===== src/rtl/filter_pkg.sv =====
// Shared definitions for the window address generator:
// border-mode codes, FSM state encoding and width helper.
package filter_pkg;

    localparam logic [1:0] MODE_CROP  = 2'd0;
    localparam logic [1:0] MODE_CLAMP = 2'd1;
    localparam logic [1:0] MODE_ZERO  = 2'd2;

    typedef enum logic [1:0] {
        S_IDLE,
        S_READ,
        S_DRAIN,
        S_DONE
    } state_e;

    function automatic int n_bits(input int max_n);
        return $clog2(max_n + 1);
    endfunction

endpackage


===== src/rtl/addr_delay_line.sv =====
// Fixed-depth {valid, addr} shift register that matches the sorter latency;
// holds its contents whenever en is low.
module addr_delay_line #(
    parameter int WORD     = 32,
    parameter int PIPE_LAT = 4
) (
    input  logic            clk,
    input  logic            rst,
    input  logic            en,
    input  logic            in_valid,
    input  logic [WORD-1:0] in_addr,
    output logic            out_valid,
    output logic [WORD-1:0] out_addr,
    output logic            pending
);

    // every stage except the output one
    localparam logic [PIPE_LAT-1:0] EARLY =
        PIPE_LAT'((64'd1 << (PIPE_LAT - 1)) - 64'd1);

    logic [PIPE_LAT-1:0] valid_q, valid_d;
    logic [WORD-1:0]     addr_q [PIPE_LAT];
    logic [WORD-1:0]     addr_d [PIPE_LAT];

    always_comb begin
        valid_d = valid_q;
        addr_d  = addr_q;
        if (en) begin
            valid_d[0] = in_valid;
            addr_d[0]  = in_valid ? in_addr : '0;
            for (int i = 1; i < PIPE_LAT; i++) begin
                valid_d[i] = valid_q[i-1];
                addr_d[i]  = addr_q[i-1];
            end
        end
    end

    always_ff @(posedge clk or negedge rst) begin
        if (!rst) begin
            valid_q <= '0;
            for (int i = 0; i < PIPE_LAT; i++) begin
                addr_q[i] <= '0;
            end
        end else begin
            valid_q <= valid_d;
            addr_q  <= addr_d;
        end
    end

    assign out_valid = valid_q[PIPE_LAT-1];
    assign out_addr  = addr_q[PIPE_LAT-1];
    assign pending   = in_valid | (|(valid_q & EARLY));

endmodule


===== src/rtl/window_address_gen.sv =====
// Raster-order n x n window tap address generator with border modes
// and a latency-matched output write path.
module window_address_gen
    import filter_pkg::*;
#(
    parameter int WORD     = 32,
    parameter int MAX_N    = 25,
    parameter int PIPE_LAT = 4,
    parameter int N_BITS   = n_bits(MAX_N)
) (
    input  logic              clk,
    input  logic              rst,
    input  logic              start,
    input  logic              stall,
    input  logic [WORD-1:0]   h,
    input  logic [WORD-1:0]   w,
    input  logic [N_BITS-1:0] n,
    input  logic [1:0]        mode,
    input  logic [WORD-1:0]   src_base,
    input  logic [WORD-1:0]   dst_base,
    output logic [WORD-1:0]   r_addr,
    output logic              r_en,
    output logic              pad,
    output logic              tap_first,
    output logic              tap_last,
    output logic [WORD-1:0]   w_addr,
    output logic              w_en,
    output logic              busy,
    output logic              done,
    output logic              err
);

    localparam int PAD_W = WORD - N_BITS;
    localparam logic [N_BITS-1:0] MAX_N_L = N_BITS'(MAX_N);

    state_e            state_q, state_d;
    logic [WORD-1:0]   h_q, h_d, w_q, w_d;
    logic [N_BITS-1:0] n_q, n_d;
    logic [1:0]        mode_q, mode_d;
    logic [WORD-1:0]   src_q, src_d, dst_q, dst_d;
    logic [WORD-1:0]   y_q, y_d, x_q, x_d;
    logic [N_BITS-1:0] ty_q, ty_d, tx_q, tx_d;
    logic [WORD-1:0]   row_q, row_d, top_q, top_d;
    logic [WORD-1:0]   o_q, o_d;
    logic [WORD-1:0]   r_addr_q, r_addr_d;
    logic              r_en_q, r_en_d, pad_q, pad_d;
    logic              first_q, first_d, last_q, last_d;
    logic              busy_q, busy_d, done_q, done_d;
    logic              err_q, err_d;

    logic [WORD-1:0]   half_w, ty_w, tx_w, n_in_w, half_in_w;
    logic [WORD-1:0]   x_lo, x_hi, y_hi, xc;
    logic [N_BITS-1:0] nm1;
    logic signed [WORD:0] yy, xx, yt, hm1, wm1;
    logic              crop, zero, oob, x_neg, x_big;
    logic              row_step, top_step, cfg_bad;
    logic              dl_valid, dl_pending;
    logic [WORD-1:0]   dl_addr;

    assign half_w    = {{PAD_W{1'b0}}, n_q >> 1};
    assign ty_w      = {{PAD_W{1'b0}}, ty_q};
    assign tx_w      = {{PAD_W{1'b0}}, tx_q};
    assign n_in_w    = {{PAD_W{1'b0}}, n};
    assign half_in_w = {{PAD_W{1'b0}}, n >> 1};
    assign nm1       = n_q - 1'b1;
    assign crop      = mode_q == MODE_CROP;
    assign zero      = mode_q == MODE_ZERO;
    assign x_lo      = crop ? half_w : '0;
    assign x_hi      = crop ? w_q - 1'b1 - half_w : w_q - 1'b1;
    assign y_hi      = crop ? h_q - 1'b1 - half_w : h_q - 1'b1;

    // tap coordinates carry a sign bit so borders can be detected
    assign yy  = $signed({1'b0, y_q}) + $signed({1'b0, ty_w})
               - $signed({1'b0, half_w});
    assign xx  = $signed({1'b0, x_q}) + $signed({1'b0, tx_w})
               - $signed({1'b0, half_w});
    assign yt  = $signed({1'b0, y_q}) - $signed({1'b0, half_w});
    assign hm1 = $signed({1'b0, h_q}) - 1;
    assign wm1 = $signed({1'b0, w_q}) - 1;

    assign x_neg = xx[WORD];
    assign x_big = !x_neg && (xx > wm1);
    assign xc    = x_neg ? '0 : (x_big ? w_q - 1'b1 : xx[WORD-1:0]);
    assign oob   = yy[WORD] || (yy > hm1) || x_neg || x_big;

    // clipped row index advances only while inside the frame
    assign row_step = !yy[WORD] && (yy < hm1);
    assign top_step = !yt[WORD] && (yt < hm1);

    assign cfg_bad = !n[0] || (n > MAX_N_L) || (mode == 2'd3)
                   || (h == '0) || (w == '0)
                   || ((mode == MODE_CROP) && ((n_in_w > h) || (n_in_w > w)));

    always_comb begin
        state_d  = state_q;
        h_d      = h_q;
        w_d      = w_q;
        n_d      = n_q;
        mode_d   = mode_q;
        src_d    = src_q;
        dst_d    = dst_q;
        y_d      = y_q;
        x_d      = x_q;
        ty_d     = ty_q;
        tx_d     = tx_q;
        row_d    = row_q;
        top_d    = top_q;
        o_d      = o_q;
        r_addr_d = r_addr_q;
        r_en_d   = r_en_q;
        pad_d    = pad_q;
        first_d  = first_q;
        last_d   = last_q;
        busy_d   = busy_q;
        done_d   = done_q;
        err_d    = err_q;
        if (!stall) begin
            r_en_d  = 1'b0;
            pad_d   = 1'b0;
            first_d = 1'b0;
            last_d  = 1'b0;
            done_d  = 1'b0;
            if (last_q) o_d = o_q + 1'b1;
            unique case (state_q)
                S_IDLE: begin
                    if (start && cfg_bad) begin
                        err_d = 1'b1;
                    end else if (start) begin
                        err_d   = 1'b0;
                        busy_d  = 1'b1;
                        state_d = S_READ;
                        h_d     = h;
                        w_d     = w;
                        n_d     = n;
                        mode_d  = mode;
                        src_d   = src_base;
                        dst_d   = dst_base;
                        y_d     = (mode == MODE_CROP) ? half_in_w : '0;
                        x_d     = (mode == MODE_CROP) ? half_in_w : '0;
                        ty_d    = '0;
                        tx_d    = '0;
                        row_d   = src_base;
                        top_d   = src_base;
                        o_d     = '0;
                    end
                end
                S_READ: begin
                    pad_d    = zero && oob;
                    r_en_d   = !(zero && oob);
                    r_addr_d = (zero && oob) ? '0 : row_q + xc;
                    first_d  = (ty_q == '0) && (tx_q == '0);
                    last_d   = (ty_q == nm1) && (tx_q == nm1);
                    if (tx_q != nm1) begin
                        tx_d = tx_q + 1'b1;
                    end else if (ty_q != nm1) begin
                        tx_d = '0;
                        ty_d = ty_q + 1'b1;
                        if (row_step) row_d = row_q + w_q;
                    end else begin
                        tx_d  = '0;
                        ty_d  = '0;
                        row_d = top_q;
                        if (x_q != x_hi) begin
                            x_d = x_q + 1'b1;
                        end else if (y_q == y_hi) begin
                            state_d = S_DRAIN;
                        end else begin
                            x_d = x_lo;
                            y_d = y_q + 1'b1;
                            if (top_step) begin
                                top_d = top_q + w_q;
                                row_d = top_q + w_q;
                            end
                        end
                    end
                end
                S_DRAIN: begin
                    if (!dl_pending) begin
                        state_d = S_DONE;
                        busy_d  = 1'b0;
                        done_d  = 1'b1;
                    end
                end
                S_DONE: begin
                    state_d = S_IDLE;
                end
                default: state_d = S_IDLE;
            endcase
        end
    end

    always_ff @(posedge clk or negedge rst) begin
        if (!rst) begin
            state_q  <= S_IDLE;
            h_q      <= '0;
            w_q      <= '0;
            n_q      <= '0;
            mode_q   <= '0;
            src_q    <= '0;
            dst_q    <= '0;
            y_q      <= '0;
            x_q      <= '0;
            ty_q     <= '0;
            tx_q     <= '0;
            row_q    <= '0;
            top_q    <= '0;
            o_q      <= '0;
            r_addr_q <= '0;
            r_en_q   <= 1'b0;
            pad_q    <= 1'b0;
            first_q  <= 1'b0;
            last_q   <= 1'b0;
            busy_q   <= 1'b0;
            done_q   <= 1'b0;
            err_q    <= 1'b0;
        end else begin
            state_q  <= state_d;
            h_q      <= h_d;
            w_q      <= w_d;
            n_q      <= n_d;
            mode_q   <= mode_d;
            src_q    <= src_d;
            dst_q    <= dst_d;
            y_q      <= y_d;
            x_q      <= x_d;
            ty_q     <= ty_d;
            tx_q     <= tx_d;
            row_q    <= row_d;
            top_q    <= top_d;
            o_q      <= o_d;
            r_addr_q <= r_addr_d;
            r_en_q   <= r_en_d;
            pad_q    <= pad_d;
            first_q  <= first_d;
            last_q   <= last_d;
            busy_q   <= busy_d;
            done_q   <= done_d;
            err_q    <= err_d;
        end
    end

    addr_delay_line #(
        .WORD     (WORD),
        .PIPE_LAT (PIPE_LAT)
    ) u_delay (
        .clk       (clk),
        .rst       (rst),
        .en        (!stall),
        .in_valid  (last_q),
        .in_addr   (dst_q + o_q),
        .out_valid (dl_valid),
        .out_addr  (dl_addr),
        .pending   (dl_pending)
    );

    assign r_addr    = r_addr_q;
    assign r_en      = r_en_q & ~stall;
    assign pad       = pad_q & ~stall;
    assign tap_first = first_q;
    assign tap_last  = last_q;
    assign w_addr    = dl_addr;
    assign w_en      = dl_valid & ~stall;
    assign busy      = busy_q;
    assign done      = done_q;
    assign err       = err_q;

endmodule


===== config.mk =====
export PLATFORM = sky130hd
export DESIGN_NAME = window_address_gen
export DESIGN_NICKNAME = d
export VERILOG_FILES = /design/src/rtl/filter_pkg.sv /design/src/rtl/addr_delay_line.sv /design/src/rtl/window_address_gen.sv
export SDC_FILE = /design/constraint.sdc
export NUM_CORES = 2
export LEC_CHECK = 0
export ABC_CLOCK_PERIOD_IN_PS = 13120
export CAP_MARGIN = 15
export CORE_MARGIN = 2
export CORE_UTILIZATION = 46
export CTS_BUF_LIST = sky130_fd_sc_hd__clkbuf_8
export DETAILED_ROUTE_END_ITERATION = 8
export GPL_ROUTABILITY_DRIVEN = 0
export PLACE_DENSITY = 0.71
export SKIP_CTS_REPAIR_TIMING = 1
export SYNTH_ARGS = -nofsm -noshare
export SYNTH_HDL_FRONTEND = slang
export SYNTH_SLANG_ARGS = --single-unit

===== constraint.sdc =====
create_clock -name clk -period 13.12 [get_ports clk]
set_input_delay 2.624 -clock clk [delete_from_list [all_inputs] [get_ports clk]]
set_output_delay 2.624 -clock clk [all_outputs]
set_load 0.01 [all_outputs]

# Yosys cells after proc, flatten, opt, wreduce, memory -nomap -nowiden
# Index checks and enable logic that the tools add are counted.
[word_totals] reg_bits=446 input_bits=139 output_inout_bits=72 elab_cells=188
[op_classes] n_addsub=21 order_cmp=7 eq_ne=21 n_mux=63 bitwise=6 n_reduce_logical=44
[op_table] cell="$mux W32" n=30
[op_table] cell="$pmux W32 S2" n=4
[op_table] cell="$add A32 B32 Y32" n=4
[op_table] cell="$add A32 B1 Y32 const B" n=3
[op_table] cell="$add A32 B5 Y33" n=2
[op_table] cell="$gt A33 B33 Y1" n=2
[op_table] cell="$lt A33 B33 Y1" n=2
[op_table] cell="$sub A32 B1 Y33 const B" n=2
[op_table] cell="$sub A33 B5 Y33" n=2
[op_table] cell="$gt A5 B32 Y1" n=2
[op_table] cell="$logic_not A32 Y1" n=2
[op_table] cell="$sub A32 B1 Y32 const B" n=2
[op_table] cell="$sub A32 B4 Y32" n=2
[op_table] cell="$sub A32 B4 Y33" n=1
[op_table] cell="$eq A32 B32 Y1" n=1
[op_table] cell="$ne A32 B32 Y1" n=1
[op_table] cell="$mux W5" n=5
[op_table] cell="$pmux W5 S2" n=2
[op_table] cell="$ne A2 B2 Y1 const B" n=8
[op_table] cell="$reduce_and A8 Y1" n=2
[op_table] cell="$mux W2" n=7
[op_table] cell="$reduce_and A6 Y1" n=2
[op_table] cell="$mux W1" n=11
[op_table] cell="$add A5 B1 Y5 const B" n=2
[op_table] cell="other kinds (25)" n=61

# Longest topological paths before layout
[logic_depth] word_depth=9 ltp_mapped=45 ltp_nobuf=42

# By module
# A second synthesis with hierarchy kept.
[unflattened] hier_cells=4634 area_unflattened_um2=39611.7
[modules_own_cells] mod="window_address_gen" instances=1 cells_each=4251 area_each_um2=33866.2 seq_area_each_um2=7857.5
[modules_own_cells] mod="addr_delay_line" instances=1 cells_each=383 area_each_um2=5745.5 seq_area_each_um2=3303.2

# Worst setup path after synthesis
# Ideal clock, no wire load.
[synth_timing] path_type="reg2reg" startpoint="reg x_q[2]" endpoint="reg r_addr_q[30], in the netlist r_addr[30]" setup_ps=96 arrival_time_ps=8913 required_ps=13024 path_slack_ps=4112 path_stages_with_launch=46 n_path_buf=3 synth_period_minus_slack_ps=9008 path_cell_list="dfrtp_1 clkbuf_1 inv_1 fa_1 inv_1 ha_1 nand3_1 o211ai_1 a211oi_1 o21ai_0 a41oi_1 a211o_1 o21ai_0 o41ai_1 nand2b_1 a21boi_0 nor2_1 xnor2_1 [... 10 more ...] nor2_1 ha_1 inv_1 fa_1 nor2b_1 o21ai_0 o211ai_1 a2111oi_0 o31ai_1 o221ai_1 o2111ai_1 o2111ai_1 and2_1 o21ai_0 a21o_1 a21oi_1 xor2_1 o31ai_1"
[synth_via] elab_chain_cells=8 elab_cells_between_ends=12 cone_classes="3 x add/sub; 1 x order compare; 3 x mux; 5 x reduce/logical"
[synth_lines] element="start: declaration" line_no="window_address_gen.sv:41" rtl="logic [WORD-1:0] y_q, y_d, x_q, x_d;"
[synth_lines] element="start signal: assignment" line_no="window_address_gen.sv:202" rtl="x_q <= '0;"
[synth_lines] element="start signal: assignment" line_no="window_address_gen.sv:225" rtl="x_q <= x_d;"
[synth_lines] element="$add A32 B5 Y33 (*)" line_no="window_address_gen.sv:75" rtl="assign xx = $signed({1'b0, x_q}) + $signed({1'b0, tx_w})"
[synth_lines] element="$sub A33 B5 Y33 (*)" line_no="window_address_gen.sv:76" rtl="- $signed({1'b0, half_w});"
[synth_lines] element="$gt A33 B33 Y1 or $logic_not A1 Y1 (tied branches)" line_no="window_address_gen.sv:82" rtl="assign x_big = !x_neg && (xx > wm1);"
[synth_lines] element="$logic_and A1 B1 Y1" line_no="window_address_gen.sv:82"
[synth_lines] element="$mux W32 (2 in series)" line_no="window_address_gen.sv:83" rtl="assign xc = x_neg ? '0 : (x_big ? w_q - 1'b1 : xx[WORD-1:0]);"
[synth_lines] element="$add A32 B32 Y32" line_no="window_address_gen.sv:150" rtl="r_addr_d = (zero && oob) ? '0 : row_q + xc;"
[synth_lines] element="$mux W32 (*)" line_no="window_address_gen.sv:150"
[synth_lines] element="end signal: assignment" line_no="window_address_gen.sv:231" rtl="r_addr_q <= r_addr_d;"
[synth_lines] element="end: declaration" line_no="window_address_gen.sv:45" rtl="logic [WORD-1:0] r_addr_q, r_addr_d;"
# Mark *: on every way between the ends. The rest lies on a longest branch, timed or not.
# A chain may end at the register's enable or synchronous reset.

# Worst setup path after layout
[layout_timing] startpoint="reg x_q[1]" endpoint="reg r_addr_q[30], in the netlist r_addr[30]"
# The elaborated chain is that of the path after synthesis.

==> impl_metrics.csv <==
group,metric,value,unit
power,power_leakage,20.3,nW
power,vdd_ir_drop_max,70.3,µV
critical_path,cp-start-kind,"flip-flop",
place,dp_cells,5596,
sta,finClkSkew,39.8,ps
die,ios,211,
finish,final_cells,5750,
place,dpl.hpwl,89.9,mm
min_path,min_path_cells,1,
grt,grt_pass1_vias,33000,
synth,synth-edff-count,0,
detailed_routing,drtIter0Drc,3323,
sta,timing.final.crit_period,10140,ps
critical_path,path_max_fanout,28,
critical_path,regToRegSetupSlack,2980,ps
critical_path,crit_slowest_cell,"a2111oi_0",
detailed_routing,drt-total-wl,119,mm
grt,overflow,0,
sta,period_share,77.3,%
critical_path,path_class,"flip-flop to flip-flop",
run,cap_violations,0,
clock_tree,clkSlewWorstSetupHoldPaths,60,ps
synth,async_flop_share,100,%
sta,timing.fmax,0.0986,GHz
die,dieArea,85900,µm²
run_status,run_status,"completed",
power,power,3.50,mW
synth,ys_ff_latch,446,
critical_path,cp.arrival,10720,ps
finish,nFillCells,7742,
sta,slew_viol_final,0,
grt,antenna_found_initial,5,
grt,grt_pass1_wl,186,mm
synth,synth_area_leaders,"dfrtp_1 29%, ha_1 13%, xnor2_1 7.2%, nand2_1 5.1%, nor2_1 3.2%",
grt,grt_max_degree,163,
sta,setup_viol,0,
synth,netlist.area_leader.share,29.0,%
synth,ys_seq_area_share,29.0,%
detailed_routing,drc,0,
critical_path,required,13700,ps
power,p_per_area,81.0,nW/µm²
synth,postSynthCellCount,4471,
sta,tightest_slew,1140,ps
synth,syn_nets,5027,
detailed_routing,avgViaCountPerCell,6.00,
die,initial_core_util,46.2,%
power,swShare,28.9,%
synth,synth_ff_type,"dfrtp_1",
critical_path,path_buf_inv,4,
synth,synth_cell_types,106,
grt,grt_usage,27.2,%
sta,relSlewSlack,23.0,%
synth,avgSynthCellArea,8.60,µm²
die,placeableCoreArea,83200,µm²
detailed_routing,wire_per_inst,20.6,µm
critical_path,r2r_end,"r_addr[30]",
die,die_w,293,µm
clock_tree,root_buffer,"clkbuf_8",
sta,tns,0,ps
synth,ys_warn_count,0,
min_path,worstHoldStart,"r_en_q",
critical_path,rr_worst_depth,41,
clock_tree,cts_buffer_depth,3,
min_path,hold_class,"flip-flop to flip-flop",
die,die_y,293,µm
sta,hold_slack,475,ps
finish,final_nets,5159,
power,pwr-share-seq,41.2,%
critical_path,timing.rr.start,"x_q[1]",
die,rows,106,
detailed_routing,drtAntennaViolNets,0,
clock_tree,cts_tree,"yes",
power,intPower,2.49,mW
synth,yosysMostFrequentCell,"nand2_1",
sta,finalHoldViolCount,0,
detailed_routing,num_vias,34500,
min_path,holdPathEnd,"r_en_q",
synth,synth_commonest_cells,"522 x nand2_1, 446 x dfrtp_1, 402 x ha_1",
detailed_routing,first_pass_iters,8,
power,p_switching,1.01,mW
clock_tree,cts_sinks,446,
clock_tree,clk_latency,740,ps
power,comb_power_share,14.5,%
synth,synth_top_area_cell,"dfrtp_1",
clock_tree,cts_made_buffers,84,
place,numPortBuffers,210,
critical_path,crit_path_max_incr_delay,700,ps
synth,syn_area,38400,µm²
critical_path,endpoint_kind,"flip-flop",
clock_tree,h-tree-depth,3,
finish,area_growth,12.3,%
critical_path,crit_top_cell,"o21ai_0",
finish,layout-drive-gt1-share,7.91,%
sta,grt_setup_unrepaired,"no",
power,p_clk_share,44.3,%
critical_path,crit_family,"compound AO/OA/AOI/OAI gates",
## layer usage
layer | track usage [%] | wire length [µm]
met4 | 14.4 | 6720
met2 | 43.7 | 53400
met3 | 4.14 | 8680
met5 | 0 | 13
met1 | 35.3 | 49700
## worst reg2reg max path, delay by kind of cell, from the launching register on
family	cells	cell delay (ps)
buf+inv	4	680
xor+xnor	2	600
flops	1	390
fa+ha+maj	5	1860
simple gates	8	740
compound gates	21	5420
mux	1	290
## cells in the final DEF, fill, tap and decap left out, drive strengths merged, types with 33 or more instances in the layout
| cell | count |
|---|---|
| o21bai | 33 |
| o211ai | 43 |
| nand2 | 524 |
| dfrtp | 446 |
| or3 | 43 |
| clkbuf | 110 |
| and3 | 45 |
| o22ai | 51 |
| buf | 35 |
| o21a | 41 |
| inv | 269 |
| a31oi | 36 |
| xor2 | 101 |
| nand3 | 147 |
| clkdlybuf4s50 | 208 |
| a211oi | 45 |
| o21ai | 176 |
| ha | 402 |
| mux2 | 113 |
| nor4 | 65 |
| nand2b | 45 |
| nand4 | 61 |
| mux2i | 56 |
| nor2b | 47 |
| nor2 | 331 |
| a22o | 36 |
| o31ai | 51 |
| a21oi | 237 |
| nor3 | 121 |
| a21o | 84 |
| xnor2 | 314 |
## stage by stage
step / utilization [%] / setup slack (ps) / cell area [µm²]
final: 51.9 / 2980 / 43200
after CTS: 51.9 / 3070 / 43200
after global placement: 49.6 / 3340 / 41300
after detailed placement: 49.6 / 3090 / 41300
after floorplan: - / 4110 / 38400
after global routing: 51.9 / 2160 / 43200
## cell families after synthesis
kind of cell    share of synthesized area [%]
compound gates                           17.6
buf+inv                                  4.85
fa+ha+maj                                13.9
simple gates                             20.1
flops                                    29.0
mux                                      4.77
xor+xnor                                 9.81
## power groups by stage
stage | Combinational (mW) | Sequential, mW | Clock, mW
global route | 0.561 | 1.44 | 1.64
global placement | 0.491 | 1.46 | 0
floorplan | 0.309 | 1.45 | 0
detailed placement | 0.499 | 1.46 | 0
CTS | 0.503 | 1.44 | 1.58
finish | 0.509 | 1.44 | 1.55
## area by class of cell
| cell class | instances | area, µm² | area share (%) |
|---|---|---|---|
| sequential | 446 | 11200 | 25.8 |
| clock inverter | 40 | 387 | 0.895 |
| inverter | 248 | 931 | 2.16 |
| multi-input combinational | 3579 | 25500 | 59.0 |
| timing repair buffer | 244 | 2370 | 5.50 |
| clock buffer | 109 | 1500 | 3.47 |
| tap | 1080 | 1350 | 3.13 |
| antenna | 4 | 10.0 | 0.0232 |
## sequential cells by signal, summed over array words and instances (netlist names), 4 cells and up
name	flops
ty_q	5
u_delay.valid_q	4
r_addr	32
n_q	5
h_q	32
row_q	32
w_q	32
dst_q	32
top_q	32
y_q	32
x_q	32
u_delay.out_addr	32
u_delay.addr_q	96
tx_q	5
o_q	32
## worst max path at each step
stage,end,from,depth (start not counted),slack (ps)
2_1_floorplan,r_addr[30],x_q[2],45,4110
3_3_place_gp,r_addr[30],n_q[2],40,3340
3_5_place_dp,r_addr[30],n_q[2],40,3090
4_1_cts,r_addr[30],n_q[2],40,3070
5_1_grt,r_addr[30],x_q[1],41,2160
6_report,r_addr[30],x_q[1],41,2980
No activity file was read; power rests on OpenSTA's default activity.
